**src/rtl/trace_capture.sv**
```systemverilog
// trace_capture: execution-trace recorder for the RV32IM core.
//
// It samples NUM_CH parallel XLEN-bit debug channels into a DEPTH-entry ring
// buffer. A masked compare on channel TRIG_CH acts as the trigger. After the
// trigger, the recorder stores POST_TRIG more samples and then freezes. The
// frozen buffer is read out oldest-first, and each read takes one cycle.
//
// Ports:
//   clk, rst_n     clock (rising edge) and asynchronous active-low reset
//   sample_valid   ch_data carries a valid sample this cycle
//   ch_data        channel k at bits [k*XLEN +: XLEN]
//   arm            one-cycle pulse that starts or restarts a capture
//   trig_value     trigger compare value
//   trig_mask      1 = bit takes part in the compare
//   rd_req         readout request (served only in DONE)
//   rd_idx         entry index, 0 = oldest stored sample
//   rd_valid       rd_data holds the result of the previous rd_req
//   rd_data        read sample; zero when rd_idx is beyond the stored count
//   state          0 IDLE, 1 ARMED, 2 POST, 3 DONE
//   sample_count   stored samples, saturates at DEPTH
//   trig_pos       oldest-relative index of the trigger sample (valid in DONE)

// One channel's slice of the ring buffer.
// It writes synchronously, reads combinationally, and has no reset.
module trace_lane #(
  parameter int XLEN  = 32,
  parameter int DEPTH = 16,
  parameter int AW    = $clog2(DEPTH)
) (
  input  logic            clk,
  input  logic            we,
  input  logic [AW-1:0]   waddr,
  input  logic [XLEN-1:0] wdata,
  input  logic [AW-1:0]   raddr,
  output logic [XLEN-1:0] rdata
);
  logic [XLEN-1:0] mem [DEPTH];

  always_ff @(posedge clk)
    if (we) mem[waddr] <= wdata;

  assign rdata = mem[raddr];
endmodule

module trace_capture #(
  parameter int XLEN      = 32,
  parameter int NUM_CH    = 3,
  parameter int DEPTH     = 16,
  parameter int POST_TRIG = 8,
  parameter int TRIG_CH   = 1
) (
  input  logic                       clk,
  input  logic                       rst_n,
  input  logic                       sample_valid,
  input  logic [NUM_CH*XLEN-1:0]     ch_data,
  input  logic                       arm,
  input  logic [XLEN-1:0]            trig_value,
  input  logic [XLEN-1:0]            trig_mask,
  input  logic                       rd_req,
  input  logic [$clog2(DEPTH)-1:0]   rd_idx,
  output logic                       rd_valid,
  output logic [NUM_CH*XLEN-1:0]     rd_data,
  output logic [1:0]                 state,
  output logic [$clog2(DEPTH):0]     sample_count,
  output logic [$clog2(DEPTH)-1:0]   trig_pos
);
  localparam int AW = $clog2(DEPTH);
  localparam int CW = AW + 1;

  typedef enum logic [1:0] {IDLE = 2'd0, ARMED = 2'd1, POST = 2'd2, DONE = 2'd3} st_t;

  st_t                          st;
  logic [AW-1:0]                wr_ptr;
  logic [AW-1:0]                post_cnt;
  logic [CW-1:0]                cnt;

  logic [XLEN-1:0]              trig_ch;
  logic                         hit;
  logic                         we;
  logic [CW-1:0]                cnt_inc;
  logic [AW-1:0]                done_pos;
  logic [AW-1:0]                oldest;
  logic [AW-1:0]                rd_addr;
  logic                         rd_in_range;
  logic [NUM_CH-1:0][XLEN-1:0]  rd_lane;
  logic [NUM_CH-1:0][XLEN-1:0]  wr_lane;

  assign trig_ch = ch_data[TRIG_CH*XLEN +: XLEN];
  assign hit     = sample_valid & ((trig_ch & trig_mask) == (trig_value & trig_mask));

  // arm outranks any sample arriving in the same cycle, so that sample is dropped
  assign we = sample_valid & ~arm & ((st == ARMED) | (st == POST));

  assign cnt_inc = (cnt == CW'(DEPTH)) ? cnt : cnt + CW'(1);

  // Taken from the count *after* the final write, so it is valid on the DONE-entry edge
  assign done_pos = AW'(cnt_inc - CW'(1) - CW'(POST_TRIG));

  // Once the buffer has wrapped, the next slot to overwrite holds the oldest sample
  assign oldest      = (cnt == CW'(DEPTH)) ? wr_ptr : '0;
  assign rd_addr     = oldest + rd_idx;
  assign rd_in_range = {1'b0, rd_idx} < cnt;

  assign wr_lane = ch_data;

  for (genvar k = 0; k < NUM_CH; k++) begin : g_lane
    trace_lane #(.XLEN(XLEN), .DEPTH(DEPTH), .AW(AW)) u_lane (
      .clk   (clk),
      .we    (we),
      .waddr (wr_ptr),
      .wdata (wr_lane[k]),
      .raddr (rd_addr),
      .rdata (rd_lane[k])
    );
  end

  always_ff @(posedge clk or negedge rst_n) begin
    if (!rst_n) begin
      st       <= IDLE;
      wr_ptr   <= '0;
      cnt      <= '0;
      post_cnt <= '0;
      trig_pos <= '0;
      rd_valid <= 1'b0;
      rd_data  <= '0;
    end else begin
      // Readout port: one cycle of latency, served only while frozen
      rd_valid <= rd_req & (st == DONE);
      if (rd_req && st == DONE && rd_in_range) rd_data <= rd_lane;
      else                                     rd_data <= '0;

      if (arm) begin
        st       <= ARMED;
        wr_ptr   <= '0;
        cnt      <= '0;
        post_cnt <= '0;
      end else begin
        case (st)
          ARMED: if (sample_valid) begin
            wr_ptr <= wr_ptr + AW'(1);
            cnt    <= cnt_inc;
            if (hit) begin
              if (POST_TRIG == 0) begin
                st       <= DONE;
                trig_pos <= done_pos;
              end else begin
                st       <= POST;
                post_cnt <= AW'(POST_TRIG);
              end
            end
          end
          POST: if (sample_valid) begin
            wr_ptr   <= wr_ptr + AW'(1);
            cnt      <= cnt_inc;
            post_cnt <= post_cnt - AW'(1);
            if (post_cnt == AW'(1)) begin
              st       <= DONE;
              trig_pos <= done_pos;
            end
          end
          default: ;
        endcase
      end
    end
  end

  assign state        = st;
  assign sample_count = cnt;
endmodule

```
**config.mk**
```make
export PLATFORM = sky130hd
export DESIGN_NAME = trace_capture
export DESIGN_NICKNAME = d
export VERILOG_FILES = /design/src/rtl/trace_capture.sv
export SDC_FILE = /design/constraint.sdc
export NUM_CORES = 1
export LEC_CHECK = 0
export CORE_MARGIN = 5
export CORE_UTILIZATION = 60
export DETAILED_ROUTE_END_ITERATION = 10
export GPL_TIMING_DRIVEN = 0
export PLACE_DENSITY = 0.87
export SLEW_MARGIN = 0
export SYNTH_ARGS = -nofsm -noshare
export SYNTH_HDL_FRONTEND = slang
export SYNTH_SLANG_ARGS = --single-unit
export TNS_END_PERCENT = 20
```
**constraint.sdc**
```tcl
create_clock -name clk -period 8 [get_ports clk]
set_input_delay 1.2 -clock clk [delete_from_list [all_inputs] [get_ports clk]]
set_output_delay 1.2 -clock clk [all_outputs]
set_load 0.01 [all_outputs]
```
== Word-level counts from Yosys, hierarchy flattened ==
Memory sizes are Yosys's and may differ from the RTL's.
Index checks and enable logic that the tools add are counted.
Storage, ports and cells
  memories kept: 3
  output and inout bits: 108
  word-level logic and storage cells: 67
  flip-flop bits (word level): 116
  RAM bits: 1536
  input bits: 169
Cells by class
  muxes and demuxes: 22
  reduce and logical (&&, ||, !) cells: 10
  add/subtract/negate cells: 6
  bitwise operators: 8
  magnitude comparators: 1
  equal/unequal tests: 10
Memories
  g_lane[0].u_lane.mem: depth 16, width 32, rd ports 1, clocked after Yosys merged registers in 0, write ports 1, RTL line 37  | logic [XLEN-1:0] mem [DEPTH];
  g_lane[1].u_lane.mem: depth 16, width 32, rd ports 1, clocked after Yosys merged registers in 0, write ports 1, RTL line 37
  g_lane[2].u_lane.mem: depth 16, width 32, rd ports 1, clocked after Yosys merged registers in 0, write ports 1, RTL line 37
Operator list (count)
  2-to-1 mux 96 bit: 1
  AND 32 bit: 2
  == test 32 bit: 1
  2-to-1 mux 4 bit: 8
  2-to-1 mux 5 bit: 4
  2-to-1 mux 2 bit: 5
  inequality test 3 bit (second input constant): 3
  case mux 4 bit (2 select lines): 1
  AND reduction 4 bit: 2
  subtractor 4 x 1 -> 4 bit (second input constant): 2
  adder 5 x 1 -> 5 bit (second input constant): 1
  == test 5 bit (second input constant): 1
  less-than comparator 4 x 5 -> 1 bit: 1
  AND reduction 5 bit: 1
  adder 4 x 1 -> 4 bit (second input constant): 1
  adder 4 bit: 1
  AND 1 bit: 4
  == test 2 bit (second input constant): 2
  == test 4 x 1 -> 1 bit (second input constant): 1
  case mux 2 bit (2 select lines): 1
  nonzero test 2 bit: 2
  subtractor 4 bit (second input constant): 1
  inequality test 3 x 2 -> 1 bit (second input constant): 1
  nonzero test 3 bit: 1
  other kinds (7): 9

== Logic depth before layout (Yosys ltp) ==
  depth after elaboration: 7
  mapped depth: 13

== Modules after synthesis ==
From an unflattened synthesis, not the netlist that was laid out.
Unflattened totals
  cells, all modules: 2827
  area, all modules: 62538.7 µm²
Modules (own cells, without submodules)
  trace_lane at g_lane[1].u_lane ...: seq. area each 15374.7 µm², instances 2, cells an instance 806, area each 19213.4 µm²
  trace_lane at g_lane[0].u_lane: seq. area each 15374.7 µm², instances 1, cells an instance 806, area each 19194.7 µm²
  trace_capture: seq. area each 2902.8 µm², instances 1, cells an instance 409, area each 4917.2 µm²

== Worst setup path before layout ==
Ideal clock, no wire load.
  path type: input to register
  from: in sample_valid
  to: mem g_lane[0].u_lane.mem[8][0], enable pin
  slack: 3207 ps
  cell stages on the path: 5
  data arrival time: 4328 ps
  buffers on the path: 2
  cells stage by stage: clkbuf_1 -> nand2b_1 -> clkbuf_1 -> nor4b_1 -> and2_1
On the way
  word-level cells in the longest chain between the ends: 4
Ends and longest elaborated chain
  start, declared: RTL line 54  | input logic sample_valid,
  AND 1 bit (2 in series): RTL line 92  | assign we = sample_valid & ~arm & ((st == ARMED) | (st == POST));
  2-to-1 mux 1 bit: RTL line 40  | if (we) mem[waddr] <= wdata;
  2-to-1 mux 1 bit (not written as such): RTL line 40
  end, declared: RTL line 37
Every way passes these cells.

== Worst setup path after layout ==
  from: reg cnt[0], in the netlist sample_count[0]
  to: reg rd_data[71]
On the way
  word-level cells in the longest chain between the ends: 5
  elaborated cells on any way between the ends: 7
  those cells by class: add/sub (1); order compare (1); eq/ne (1); mux (2); reduce/logical (1); memory (1)
Ends and longest elaborated chain
  start, declared: RTL line 75  | logic [CW-1:0] cnt;
  start signal, assigned: RTL line 141  | cnt <= cnt_inc;
  start signal, assigned: RTL line 154  | cnt <= cnt_inc;
  == test 5 bit: RTL line 100  | assign oldest = (cnt == CW'(DEPTH)) ? wr_ptr : '0;
  2-to-1 mux 4 bit: RTL line 100
  adder 4 bit: RTL line 101  | assign rd_addr = oldest + rd_idx;
  memory (16 x 32 bit)
  2-to-1 mux 96 bit *: RTL line 129  | if (rd_req && st == DONE && rd_in_range) rd_data <= rd_lane;
  end signal, assigned: RTL line 129
  end, declared: RTL line 62  | output logic [NUM_CH*XLEN-1:0] rd_data,
Mark *: on every way between the ends. The rest lies on a longest branch, timed or not.
A chain may end at the register's enable or synchronous reset.

==> flow_metrics.tcl <==
set metrics [dict create \
    worstSkewPairLatency_ns 0.79 \
    yosys-top-cells-area "edfxtp_1, mux4_2, dfrtp_1, mux2i_1, o22ai_1" \
    worstSetupPathType "reg -> reg" \
    ys.warnings.count 0 \
    drive_gt1_share_pct 22.08 \
    dpl.hpwl_um 93840 \
    wl_um 175400 \
    die_h_um 332.1 \
    max_slew.worst_pin.slew_ns 1.478 \
    antenna_found_initial 18 \
    vias 32500 \
    setup-violations-final 0 \
    core_area_mm2 0.1033 \
    clock_skew_ns 0.03781 \
    syn_area_mm2 0.06223 \
    path_cells "inv_1, ha_1, and4bb_2, clkbuf_1, and2_1, ha_1, fa_1, clkbuf_1, clkbuf_1, clkbuf_1, mux4_2, mux2i_1, o22ai_1" \
    start_util_pct 60.22 \
    peakVddDrop_mv 0.1978 \
    critical-path-slowest-cell "clkbuf_1" \
    status "complete, but fails checks" \
    grt_pass1_vias 33310 \
    r2r_start "sample_count[0]" \
    ff2ff_path_depth 13 \
    overflow 0 \
    rsz0062_at_grt "false" \
    synth_area_leader_cell "edfxtp_1" \
    tns_ns 0 \
    synth_edf_count 1536 \
    dp.cells 4345 \
    via_per_inst 6.986 \
    port_buffers 275 \
    drt.antenna.violating_nets 0 \
    instances_no_fill 4652 \
    cts_buffers 157 \
    cts_sinks 1652 \
    dieArea_mm2 0.1103 \
    end_kind "flip-flop" \
    tritoncts "done" \
    ys.flop_type "edfxtp_1" \
    drv_slew 0 \
    rows 118 \
    reg2reg_to "rd_data[71]" \
    violations "capacitance limit" \
    cts_root_buf "clkbuf_16" \
    postCtsSetupBuffers 0 \
    wl_per_cell_um 37.71 \
    cts_max_level 4 \
    ys_async_sr_fraction_pct 7.022 \
    cp.arrival_ns 6.17 \
    period_needed_ns 5.566 \
    grt_pass1_wl_um 249400 \
    drt_iter0_drc 5583 \
    ios 277 \
    area_growth_pct 17.21 \
    grt_max_degree 62 \
    period_share_pct 69.57 \
    crit_fanout 10 \
    syn_avg_cell_area_um2 23.41 \
    r2r_setup_slack_ns 2.43 \
    synth.distinct_cells 45 \
    place_congestion 0.8019 \
    worstPathRequired_ns 8.60 \
    critical_path.max_stage_delay_ns 1.10 \
    yosysTopAreaCellShare_pct 74.11 \
    finalHoldViolCount 0 \
    synthesis.instances 2658 \
    synth-seq-cells 1652 \
    relSlewSlack_pct 0.5536 \
    p_leak_nw 24.05 \
    synth_nets 2846 \
    drcViolationCount 0 \
    hp-class "in -> async" \
    ys_seq_area_share_pct 78.78 \
    crit_start "sample_count[0]" \
    startpoint_type "flip-flop" \
    cts_buffer_depth 3 \
    ctsResizeCount 0 \
    die_w_um 332.1 \
    crit_top_cell "clkbuf_1" \
    grt.total_usage_pct 31.78 \
    fmax_ghz 0.1797 \
    powerDensity_mw_per_mm2 248.8 \
    hold_buffers 0 \
    max_cap_viol_count 1 \
    clk_pin_slew_ns 0.06 \
    nets 3313 \
    firstDrtPassIters 6 \
]
-- stage by stage --
step           total power (W)  hold slack, ns  utilization, %  setup WS, ns  cell area [um^2]
2_1_floorplan          0.01014          0.5295               -         3.207             62230
3_3_place_gp           0.01047          0.4901           64.55       0.08135             66710
3_5_place_dp           0.01053          0.5091           65.39         2.367             67580
4_1_cts                0.01814          0.4791           70.53         2.534             72890
5_1_grt                0.01859          0.4778           70.57         2.324             72940
6_report               0.01815          0.4362           70.58         2.434             72950
-- registers in the layout, summed over array words and instances (netlist names) --
name               cells
g_lane.u_lane.mem   1536
rd_data               96
sample_count           5
post_cnt               4
trig_pos               4
wr_ptr                 4
state                  2
rd_valid               1
-- synthesized netlist by cell type (2+ instances only) --
cell type and n:
o21ai_0 9, buf_4 14, mux4_2 384, nand4_1 8
nand4b_1 2, xor2_1 35, clkbuf_1 89, o22ai_1 97
and2_1 20, nor2b_1 2, nand2b_1 2, a21oi_1 12
nand3_1 3, buf_1 8, nor3_1 2, and3_1 2
mux2i_1 193, edfxtp_1 1536, nor4b_1 2, a21o_1 4
clkbuf_2 2, a22oi_1 16, ha_1 18, nor4_1 2
mux2_2 2, inv_1 14, nand2_1 8, dfrtp_1 116
nor2_1 12, buf_2 22, xnor2_1 8
-- cells in the final DEF, fill, tap and decap left out, drive strengths merged, types with 3 or more instances in the layout --
cell type,synthesis,final
dfrtp,116,116
clkbuf,91,293
clkdlybuf4s50,0,274
a21o,4,4
a21oi,12,12
edfxtp,1536,1536
nand3,3,3
clkinvlp,0,9
clkinv,0,58
nand2,8,8
o21ai,10,10
a22oi,16,16
inv,14,23
nand4,8,8
mux4,384,384
buf,44,78
ha,18,18
bufinv,0,17
nor2,12,12
xnor2,9,9
xor2,35,35
diode,0,11
and2,20,20
o22ai,97,97
mux2i,193,193
-- cell type report --
type                            instances  area, um^2
Sequential cell                      1652       49030
Fill cell                            5593       30400
Antenna cell                           11       27.53
Timing Repair Buffer                  308        3610
Clock inverter                         93       996.0
Buffer                                135       589.3
Tap cell                             1380        1727
Inverter                               14       52.55
Multi-Input combinational cell        857       12610
Clock buffer                          202        4313
-- power breakdown --
group          total [W]  switching [W]  internal (W)
combinational   0.000869       0.000515      0.000354
clock            0.00775        0.00335       0.00440
sequential       0.00953      0.0000262       0.00951
-- metal layers --
layer | track usage, % | wire [um] | vias to the layer above
li1 | - | - | 12200
met5 | 0 | 106 | -
met1 | 40.77 | 56050 | 16590
met3 | 7.293 | 21460 | 604
met4 | 15.68 | 10280 | 16
met2 | 52.24 | 87530 | 3095
-- kinds of logic after synthesis --
| kind of cell | after synthesis | share of synthesized area (%) |
|---|---|---|
| buffers and inverters | 149 | 1.031 |
| multiplexers | 579 | 17.04 |
| AND/OR/NAND/NOR | 70 | 0.6534 |
| XOR/XNOR | 44 | 0.6313 |
| flip-flops | 1652 | 78.78 |
| adder cells (fa/ha/maj) | 19 | 0.3941 |
| AO/OA/AOI/OAI | 145 | 1.476 |
-- worst max path at each step --
stage | end | depth (start not counted)
global placement | rd_data[61] | 1
global route | rd_data[78] | 13
CTS | rd_data[1] | 13
finish | rd_data[71] | 13
detailed placement | rd_data[71] | 9
floorplan | g_lane[0].u_lane.mem[8][0] | 5
-- critical path: cells and delay by family (launching register included) --
| kind | cells | cell delay (ns) |
|---|---|---|
| DFF | 1 | 0.48 |
| and+or+nand+nor | 2 | 0.46 |
| adders and majority gates | 3 | 0.94 |
| AOI/OAI and AO/OA | 1 | 0.40 |
| muxes | 2 | 0.48 |
| buffers and inverters | 5 | 2.64 |
Note: power is estimated with default switching activity, not from simulation.
